**config.mk**
```make
export PLATFORM = sky130hd
export DESIGN_NAME = load_unit
export DESIGN_NICKNAME = d
export VERILOG_FILES = /design/src/rtl/load_unit_pkg.sv /design/src/rtl/load_unit_extend.sv /design/src/rtl/load_unit.sv
export SDC_FILE = /design/constraint.sdc
export NUM_CORES = 1
export LEC_CHECK = 0
export CAP_MARGIN = 5
export CORE_MARGIN = 2
export CORE_UTILIZATION = 60
export CTS_BUF_LIST = sky130_fd_sc_hd__clkbuf_4 sky130_fd_sc_hd__clkbuf_8
export DETAILED_ROUTE_END_ITERATION = 12
export DONT_BUFFER_PORTS = 1
export PLACE_DENSITY = 0.76
export SYNTH_ARGS = -nofsm -noshare
export SYNTH_HDL_FRONTEND = slang
export SYNTH_SLANG_ARGS = --single-unit
```
**constraint.sdc**
```tcl
create_clock -name clk -period 2.9 [get_ports clk]
set_input_delay 0.29 -clock clk [delete_from_list [all_inputs] [get_ports clk]]
set_output_delay 0.29 -clock clk [all_outputs]
set_load 0.05 [all_outputs]
```
**src/rtl/load_unit_pkg.sv**
```systemverilog
// Shared load-path definitions: {funct3, opcode} load encodings, FSM state
// encoding and the alignment rule used by the load unit.
package load_unit_pkg;

    localparam int DATA_BUS_BITS = 32;

    localparam logic [6:0] OPC_LOAD = 7'b0000011;

    localparam logic [2:0] F3_LB  = 3'b000;
    localparam logic [2:0] F3_LH  = 3'b001;
    localparam logic [2:0] F3_LW  = 3'b010;
    localparam logic [2:0] F3_LBU = 3'b100;
    localparam logic [2:0] F3_LHU = 3'b101;

    localparam logic [9:0] LB  = {F3_LB,  OPC_LOAD};
    localparam logic [9:0] LH  = {F3_LH,  OPC_LOAD};
    localparam logic [9:0] LW  = {F3_LW,  OPC_LOAD};
    localparam logic [9:0] LBU = {F3_LBU, OPC_LOAD};
    localparam logic [9:0] LHU = {F3_LHU, OPC_LOAD};

    typedef enum logic [1:0] {
        LU_IDLE = 2'd0,
        LU_REQ  = 2'd1,
        LU_WAIT = 2'd2,
        LU_RESP = 2'd3
    } lu_state_e;

    // funct3[1:0] encodes the access size for every load: 00 byte, 01 half, 10 word.
    function automatic logic is_misaligned(input logic [2:0] funct3, input logic [1:0] off);
        case (funct3[1:0])
            2'b01:   return off[0];
            2'b10:   return off != 2'b00;
            default: return 1'b0;
        endcase
    endfunction

endpackage

```
**src/rtl/load_unit_extend.sv**
```systemverilog
// Combinational byte/halfword select and sign/zero extension of a read word.
module load_extend
    import load_unit_pkg::*;
#(
    parameter int DATA_W = DATA_BUS_BITS
) (
    input  logic [2:0]        funct3,
    input  logic [1:0]        off,
    input  logic [DATA_W-1:0] rdata,
    output logic [DATA_W-1:0] ext
);

    logic [7:0]  byte_sel;
    logic [15:0] half_sel;

    always_comb begin
        case (off)
            2'd0:    byte_sel = rdata[7:0];
            2'd1:    byte_sel = rdata[15:8];
            2'd2:    byte_sel = rdata[23:16];
            default: byte_sel = rdata[31:24];
        endcase
        half_sel = off[1] ? rdata[31:16] : rdata[15:0];

        case (funct3)
            F3_LB:   ext = {{(DATA_W-8){byte_sel[7]}}, byte_sel};
            F3_LBU:  ext = {{(DATA_W-8){1'b0}}, byte_sel};
            F3_LH:   ext = {{(DATA_W-16){half_sel[15]}}, half_sel};
            F3_LHU:  ext = {{(DATA_W-16){1'b0}}, half_sel};
            default: ext = rdata;
        endcase
    end

endmodule

```
**src/rtl/load_unit.sv**
```systemverilog
// Load unit: decodes a load, issues a word read over req/gnt/rvalid,
// extends the result and returns it as a one-cycle writeback strobe.
module load_unit
    import load_unit_pkg::*;
#(
    parameter int DATA_W         = DATA_BUS_BITS,
    parameter int TIMEOUT_CYCLES = 16,
    parameter int CNT_W          = 5
) (
    input  logic              clk,
    input  logic              rst_n,
    input  logic              start,
    input  logic [DATA_W-1:0] instruction,
    input  logic [DATA_W-1:0] addr,
    output logic              mem_req,
    output logic [DATA_W-1:0] mem_addr,
    input  logic              mem_gnt,
    input  logic              mem_rvalid,
    input  logic [DATA_W-1:0] mem_rdata,
    output logic              busy,
    output logic              wb_valid,
    output logic [DATA_W-1:0] wb_data,
    output logic              load_misaligned,
    output logic              access_fault,
    output logic [1:0]        fsm_state
);

    // Handshake: mem_req stays high with a stable mem_addr until mem_gnt is
    // seen; mem_rvalid is honoured only in WAIT, at the earliest one cycle after gnt.

    lu_state_e         state, state_next;
    logic [9:0]        op;
    logic              op_valid, accept, misaligned, timeout_hit, resp;
    logic [2:0]        f3_q;
    logic [1:0]        off_q;
    logic [DATA_W-1:0] word_q, res_q, ext_word;
    logic              mis_q, flt_q;
    logic [CNT_W-1:0]  cnt_q;
    logic              unused_instr_bits;

    assign op                = {instruction[14:12], instruction[6:0]};
    assign unused_instr_bits = ^{instruction[DATA_W-1:15], instruction[11:7]};

    always_comb begin
        case (op)
            LB, LH, LW, LBU, LHU: op_valid = 1'b1;
            default:              op_valid = 1'b0;
        endcase
    end

    assign accept      = start && (state == LU_IDLE) && op_valid;
    assign misaligned  = is_misaligned(instruction[14:12], addr[1:0]);
    assign timeout_hit = (cnt_q == CNT_W'(TIMEOUT_CYCLES - 1));

    always_ff @(posedge clk) begin
        if (!rst_n) state <= LU_IDLE;
        else        state <= state_next;
    end

    always_comb begin
        state_next = state;
        case (state)
            LU_IDLE: if (accept) state_next = misaligned ? LU_RESP : LU_REQ;
            LU_REQ:  if (mem_gnt) state_next = LU_WAIT;
            LU_WAIT: if (mem_rvalid || timeout_hit) state_next = LU_RESP;
            default: state_next = LU_IDLE;
        endcase
    end

    always_comb begin
        mem_req = (state == LU_REQ);
        busy    = (state != LU_IDLE);
        resp    = (state == LU_RESP);
    end

    assign mem_addr  = word_q;
    assign fsm_state = state;

    load_extend #(.DATA_W(DATA_W)) u_extend (
        .funct3 (f3_q),
        .off    (off_q),
        .rdata  (mem_rdata),
        .ext    (ext_word)
    );

    // Faulting loads keep res_q at zero, so wb_data reads 0 for them.
    always_ff @(posedge clk) begin
        if (!rst_n) begin
            f3_q   <= '0;
            off_q  <= '0;
            word_q <= '0;
            res_q  <= '0;
            mis_q  <= 1'b0;
            flt_q  <= 1'b0;
            cnt_q  <= '0;
        end else if (accept) begin
            f3_q   <= instruction[14:12];
            off_q  <= addr[1:0];
            word_q <= {addr[DATA_W-1:2], 2'b00};
            res_q  <= '0;
            mis_q  <= misaligned;
            flt_q  <= 1'b0;
            cnt_q  <= '0;
        end else if (state == LU_WAIT) begin
            if (mem_rvalid)       res_q <= ext_word;
            else if (timeout_hit) flt_q <= 1'b1;
            else                  cnt_q <= cnt_q + CNT_W'(1);
        end
    end

    // Writeback is registered from RESP, so result fields are zero outside the strobe.
    always_ff @(posedge clk) begin
        if (!rst_n) begin
            wb_valid        <= 1'b0;
            wb_data         <= '0;
            load_misaligned <= 1'b0;
            access_fault    <= 1'b0;
        end else begin
            wb_valid        <= resp;
            wb_data         <= resp ? res_q : '0;
            load_misaligned <= resp && mis_q;
            access_fault    <= resp && flt_q;
        end
    end

endmodule

```
# [Yosys cells after proc, flatten, opt, wreduce, memory -nomap -nowiden]
# Index checks and enable logic that the tools add are counted.
[totals] register_bits=111 inputBits=101 output_inout_bits=71 word_cells=62
[op_classes] add_sub_neg=1 eq_ne=19 n_mux=10 n_bitwise=3 reduce_logical=17
[op_table] operator="$pmux W32 S4" n=1
[op_table] operator="$pmux W8 S3" n=1
[op_table] operator="$eq A10 B10 Y1 const B" n=2
[op_table] operator="$mux W16" n=1
[op_table] operator="$eq A10 B2 Y1 const B" n=1
[op_table] operator="$eq A10 B8 Y1 const B" n=1
[op_table] operator="$eq A10 B9 Y1 const B" n=1
[op_table] operator="$reduce_and A3 Y1" n=3
[op_table] operator="$eq A2 B2 Y1 const B" n=4
[op_table] operator="$mux W2" n=4
[op_table] operator="$eq A2 B1 Y1 const B" n=3
[op_table] operator="$eq A3 B3 Y1 const B" n=2
[op_table] operator="$pmux W2 S3" n=1
[op_table] operator="$add A5 B1 Y5 const B" n=1
[op_table] operator="$eq A5 B4 Y1 const B" n=1
[op_table] operator="$reduce_or A5 Y1" n=1
[op_table] operator="$logic_and A1 B1 Y1" n=4
[op_table] operator="$logic_not A2 Y1" n=2
[op_table] operator="$ne A2 B2 Y1 const B" n=2
[op_table] operator="$reduce_and A2 Y1" n=2
[op_table] operator="$reduce_bool A2 Y1" n=2
[op_table] operator="$eq A3 B1 Y1 const B" n=1
[op_table] operator="$logic_not A3 Y1" n=1
[op_table] operator="$not A1 Y1" n=3
[op_table] operator="5 further kinds" n=5

# [Longest topological paths before layout]
[depth] depth_word=6 ltp_mapped=8 ltp_nobuf=7

# [By module]
# A second synthesis with hierarchy kept.
[hier_totals] cells_unflattened=572 hier_area_um2=4909.7
[modules_own_cells] module="load_unit" instances=1 cells_each=439 area_per_inst_um2=3940.0 seq_area_each_um2=2222.1
[modules_own_cells] module="load_extend" instances=1 cells_each=133 area_per_inst_um2=969.7 seq_area_each_um2=0.0

# [Worst setup path after synthesis]
# Ideal clock, no wire load.
[synth_timing] kind="register -> register" startpoint="register state[0], in the netlist fsm_state[0]" endpoint="register state[0], in the netlist fsm_state[0]" setup_ps=72 arrival_time_ps=1876 required_ps=2828 path_slack_ps=952 path_stages_with_launch=7 n_path_buf=0 period_less_slack_ps=1948 cell_sequence="dfxtp_1 -> inv_1 -> ha_1 -> nor2b_1 -> nand4_2 -> a221oi_1 -> mux2i_1"
[synth_between] elab_chain_cells=5 word_cells_on_any_way=10 cone_classes="eq/ne: 5; mux: 1; reduce/logical: 4"
[synth_rtl] item="from (decl)" line_no="load_unit.sv:31" text="lu_state_e state, state_next;"
[synth_rtl] item="from (signal assigned)" line_no="load_unit.sv:57" text="else state <= state_next;"
[synth_rtl] item="$logic_not A2 Y1" line_no="load_unit.sv:51, load_unit.sv:62"
[synth_rtl] item="$logic_and A1 B1 Y1 (2 in series)" line_no="load_unit.sv:51" text="assign accept = start && (state == LU_IDLE) && op_valid;"
[synth_rtl] item="$ne A2 B2 Y1 (no source line)"
[synth_rtl] item="$reduce_and A3 Y1 (no source line)"
# Several ways; a longest one is shown, not always the timed one.
# A chain may end at the register's enable or synchronous reset.

# [Final worst setup path]
[layout_timing] startpoint="register state[1], in the netlist fsm_state[1]" endpoint="register res_q[28]"
[layout_between] elab_chain_cells=4 word_cells_on_any_way=6 cone_classes="eq/ne: 1; reduce/logical: 5"
[layout_rtl] item="$logic_not A2 Y1" line_no="load_unit.sv:51"
[layout_rtl] item="$logic_and A1 B1 Y1 (2 in series)" line_no="load_unit.sv:51"
[layout_rtl] item="$reduce_or A2 Y1 (no source line)"
[layout_rtl] item="to (signal assigned)" line_no="load_unit.sv:105" text="if (mem_rvalid) res_q <= ext_word;"
[layout_rtl] item="to (decl)" line_no="load_unit.sv:36" text="logic [DATA_W-1:0] word_q, res_q, ext_word;"
# Several ways; a longest one is shown, not always the timed one.

==> reports/qor.yml <==
status:
  status: "completed"
logic_synthesis:
  synth_top_area_cell: "dfxtp_1"
  avgSynthCellArea_um2: 8.74
  synth_warnings: 0
  seq_area_frac_synth_pct: 50.9
  yosysUniqueCellTypes: 40
  synth_top_area_share_pct: 50.9
  synthArstFlopShare_pct: 0
  yosys-top-cells-area: "dfxtp_1 51%, nand2_1 9.3%, a21oi_1 5.5%"
  ys_ff_latch: 111
  synth_most_common_cell: "dfxtp_1"
  synthFlopType: "dfxtp_1"
  synthCells: 500
  netlist_area_mm2: 0.00437
  synth_edf_count: 0
  synth_common_cells: "111 x dfxtp_1, 108 x nand2_1, 48 x a21oi_1"
critical_path:
  cp_top_family: "compound AO/OA/AOI/OAI gates"
  critPathArrivalTime_ns: 2.46
  crit_top_cell: "buf_4"
  cp-start-kind: "register"
  path_cells: "buf_4 -> inv_1 -> ha_1 -> nor2b_1 -> a41o_1 -> buf_4 -> a211oi_1"
  required_ns: 3.15
  slowest_stage: "a41o_1"
  end_kind: "register"
  max_stage_delay_ns: 0.60
  critPathBufInv: 3
  crit_fanout: 17
  critical_path_class: "register to register"
drt:
  routedWlPerCell_um: 15.8
  via_count: 3375
  firstDrtPassIters: 4
  first_iter_violations: 159
  drtAntennaViolNets: 0
  via_per_inst: 5.73
  drc: 0
  drt-total-wl_mm: 9.31
clocking:
  post_cts_buffers: 0
  cts_root_buf: "clkbuf_8"
  cts_inserted_buffers: 9
  cts_buffer_depth: 2
  clock_sinks: 111
  ctsResizeCount: 0
  ctsHoldBuffers: 0
  cts.clk_slew.worst_paths_ns: 0.11
  clk_latency_ns: 0.36
  cts_max_level: 3
  cts_tree: "done"
finish:
  num-fill-cells: 640
  final_layout_size_suffix_gt1_share_pct: 6.73
  antennaDiodeCount: 0
  layout.nets: 594
  fin_area_mm2: 0.00460
  area_growth_pct: 5.41
placement:
  gp_congestion: 0.831
  portBuffers: 0
  dp_hpwl_mm: 6.74
  dpl_cell_area_mm2: 0.00441
global_routing:
  grt_max_degree: 39
  grt_pass1_vias: 2973
  grt.overflow.total: 0
  grt_usage_pct: 23.1
  antenna_found_initial: 0
  grt_pass1_wl_mm: 14.2
sta:
  fin_crit_sh_pct: 76.5
  rsz0062_at_grt: "false"
  skew_ns: 0.0116
  tightest_slew_ns: 0.846
  slew_violations: 0
  hold_violations: 0
  post-route-min-period_ns: 2.22
  slew_headroom_pct: 43.6
  fin_tns_setup_ns: 0
  setup_viol: 0
  max_freq_mhz: 451
floorplanning:
  coreArea_mm2: 0.00714
  start_util_pct: 61.2
  fp.dieW_um: 89.3
  io_pins: 172
  fp.dieArea_mm2: 0.00798
  core.rowCount: 31
  die_h_um: 89.3
flow_run:
  maxCapViolCount: 0
power:
  leakage_nw: 1.77
  power_density_mw_per_mm2: 603
  totalPowerFinal_mw: 2.78
  ir_worst_vdd_v: 0.000315
worst_hold_path:
  hp-class: "input pin to register"
metrics by stage:
stage	std cells	util (%)	setup slack [ns]	hold slack, ns
final	589	64.5	0.682	0.0470
after floorplan	501	-	0.952	0.424
after detailed placement	573	61.9	0.690	0.428
after CTS	589	64.5	0.665	0.0310
after global placement	573	61.9	0.772	0.426
after global routing	589	64.5	0.556	0.0246
sequential cells by signal, indices dropped and copies added, names as in the netlist, 2 cells and up:
name,flops
wb_data,32
mem_addr,30
off_q,2
fsm_state,2
res_q,32
cnt_q,5
f3_q,3
cell type report:
cell class                      instances  area, um^2  area share [%]
Clock inverter                          7        66.3            1.44
Inverter                               18        67.6            1.47
Sequential cell                       111        2220            48.3
Tap cell                               99         124            2.69
Timing Repair Buffer                   13        97.6            2.12
Multi-Input combinational cell        332        1900            41.3
Clock buffer                            9         124            2.69
worst register-to-register path: cells and delay by family, from the launching register on:
kind,cells,cell delay (ns)
AO/OA/AOI/OAI,2,0.67
buffers and inverters,3,0.63
flip-flops,1,0.33
AND/OR/NAND/NOR,1,0.25
adder cells (fa/ha/maj),1,0.21
cell families (layout without fill, tap and decap cells):
logic type	Yosys count	count (layout)	share of synthesized area, %
AO/OA/AOI/OAI	113	113	16.6
XOR/XNOR	3	3	0.602
multiplexers	13	13	3.27
AND/OR/NAND/NOR	193	193	20.6
adder cells (fa/ha/maj)	8	8	2.29
buffers and inverters	58	47	5.64
other	1	2	0.0859
flip-flops	111	111	50.9
per-layer routing:
layer  routed length (um)  GRT usage, %  vias to the layer above
met1                 3630          27.7                     1533
met2                 4470          36.7                      147
li1                     -             -                     1674
met3                  959          8.68                       21
met5                    0             0                        -
met4                  253          11.3                        0
report_power, final:
group / total, mW / switching (mW) / leakage, nW / internal [mW]
Combinational: 0.328 / 0.223 / 0.777 / 0.105
Clock: 0.863 / 0.533 / 0.0945 / 0.330
Sequential: 1.59 / 0.0216 / 0.894 / 1.56
Total: 2.78 / 0.778 / 1.77 / 2.00
placed cells by master (no fill, tap or decap), types with 2 or more instances in the layout:
cell	n
inv_1	18
a21oi_1	48
o21bai_1	5
a31oi_1	6
o221ai_1	2
nor2b_1	4
ha_1	8
conb_1	2
mux2i_1	12
o21ai_0	4
clkinv_4	2
and3_1	36
nor2_1	27
clkbuf_8	9
nand2_1	108
a221o_1	7
nand2b_1	7
o211ai_1	10
o22ai_1	7
a211oi_1	20
dfxtp_1	111
xor2_1	2
buf_4	13
and2_1	2
final timing paths:
kind,from,endpoint,slack (ns),cells past startpoint
setup / recovery,fsm_state[1]$_SDFFE_PN0P_,res_q[28]$_SDFFE_PP0P_,0.68,7
hold / removal,addr[13],mem_addr[13]$_SDFFE_PN0P_,0.05,2
setup reg to reg,fsm_state[1]$_SDFFE_PN0P_,res_q[28]$_SDFFE_PP0P_,0.68,7
hold reg to reg,res_q[4]$_SDFFE_PP0P_,res_q[4]$_SDFFE_PP0P_,0.46,2
Note: power is estimated with default switching activity, not from simulation.
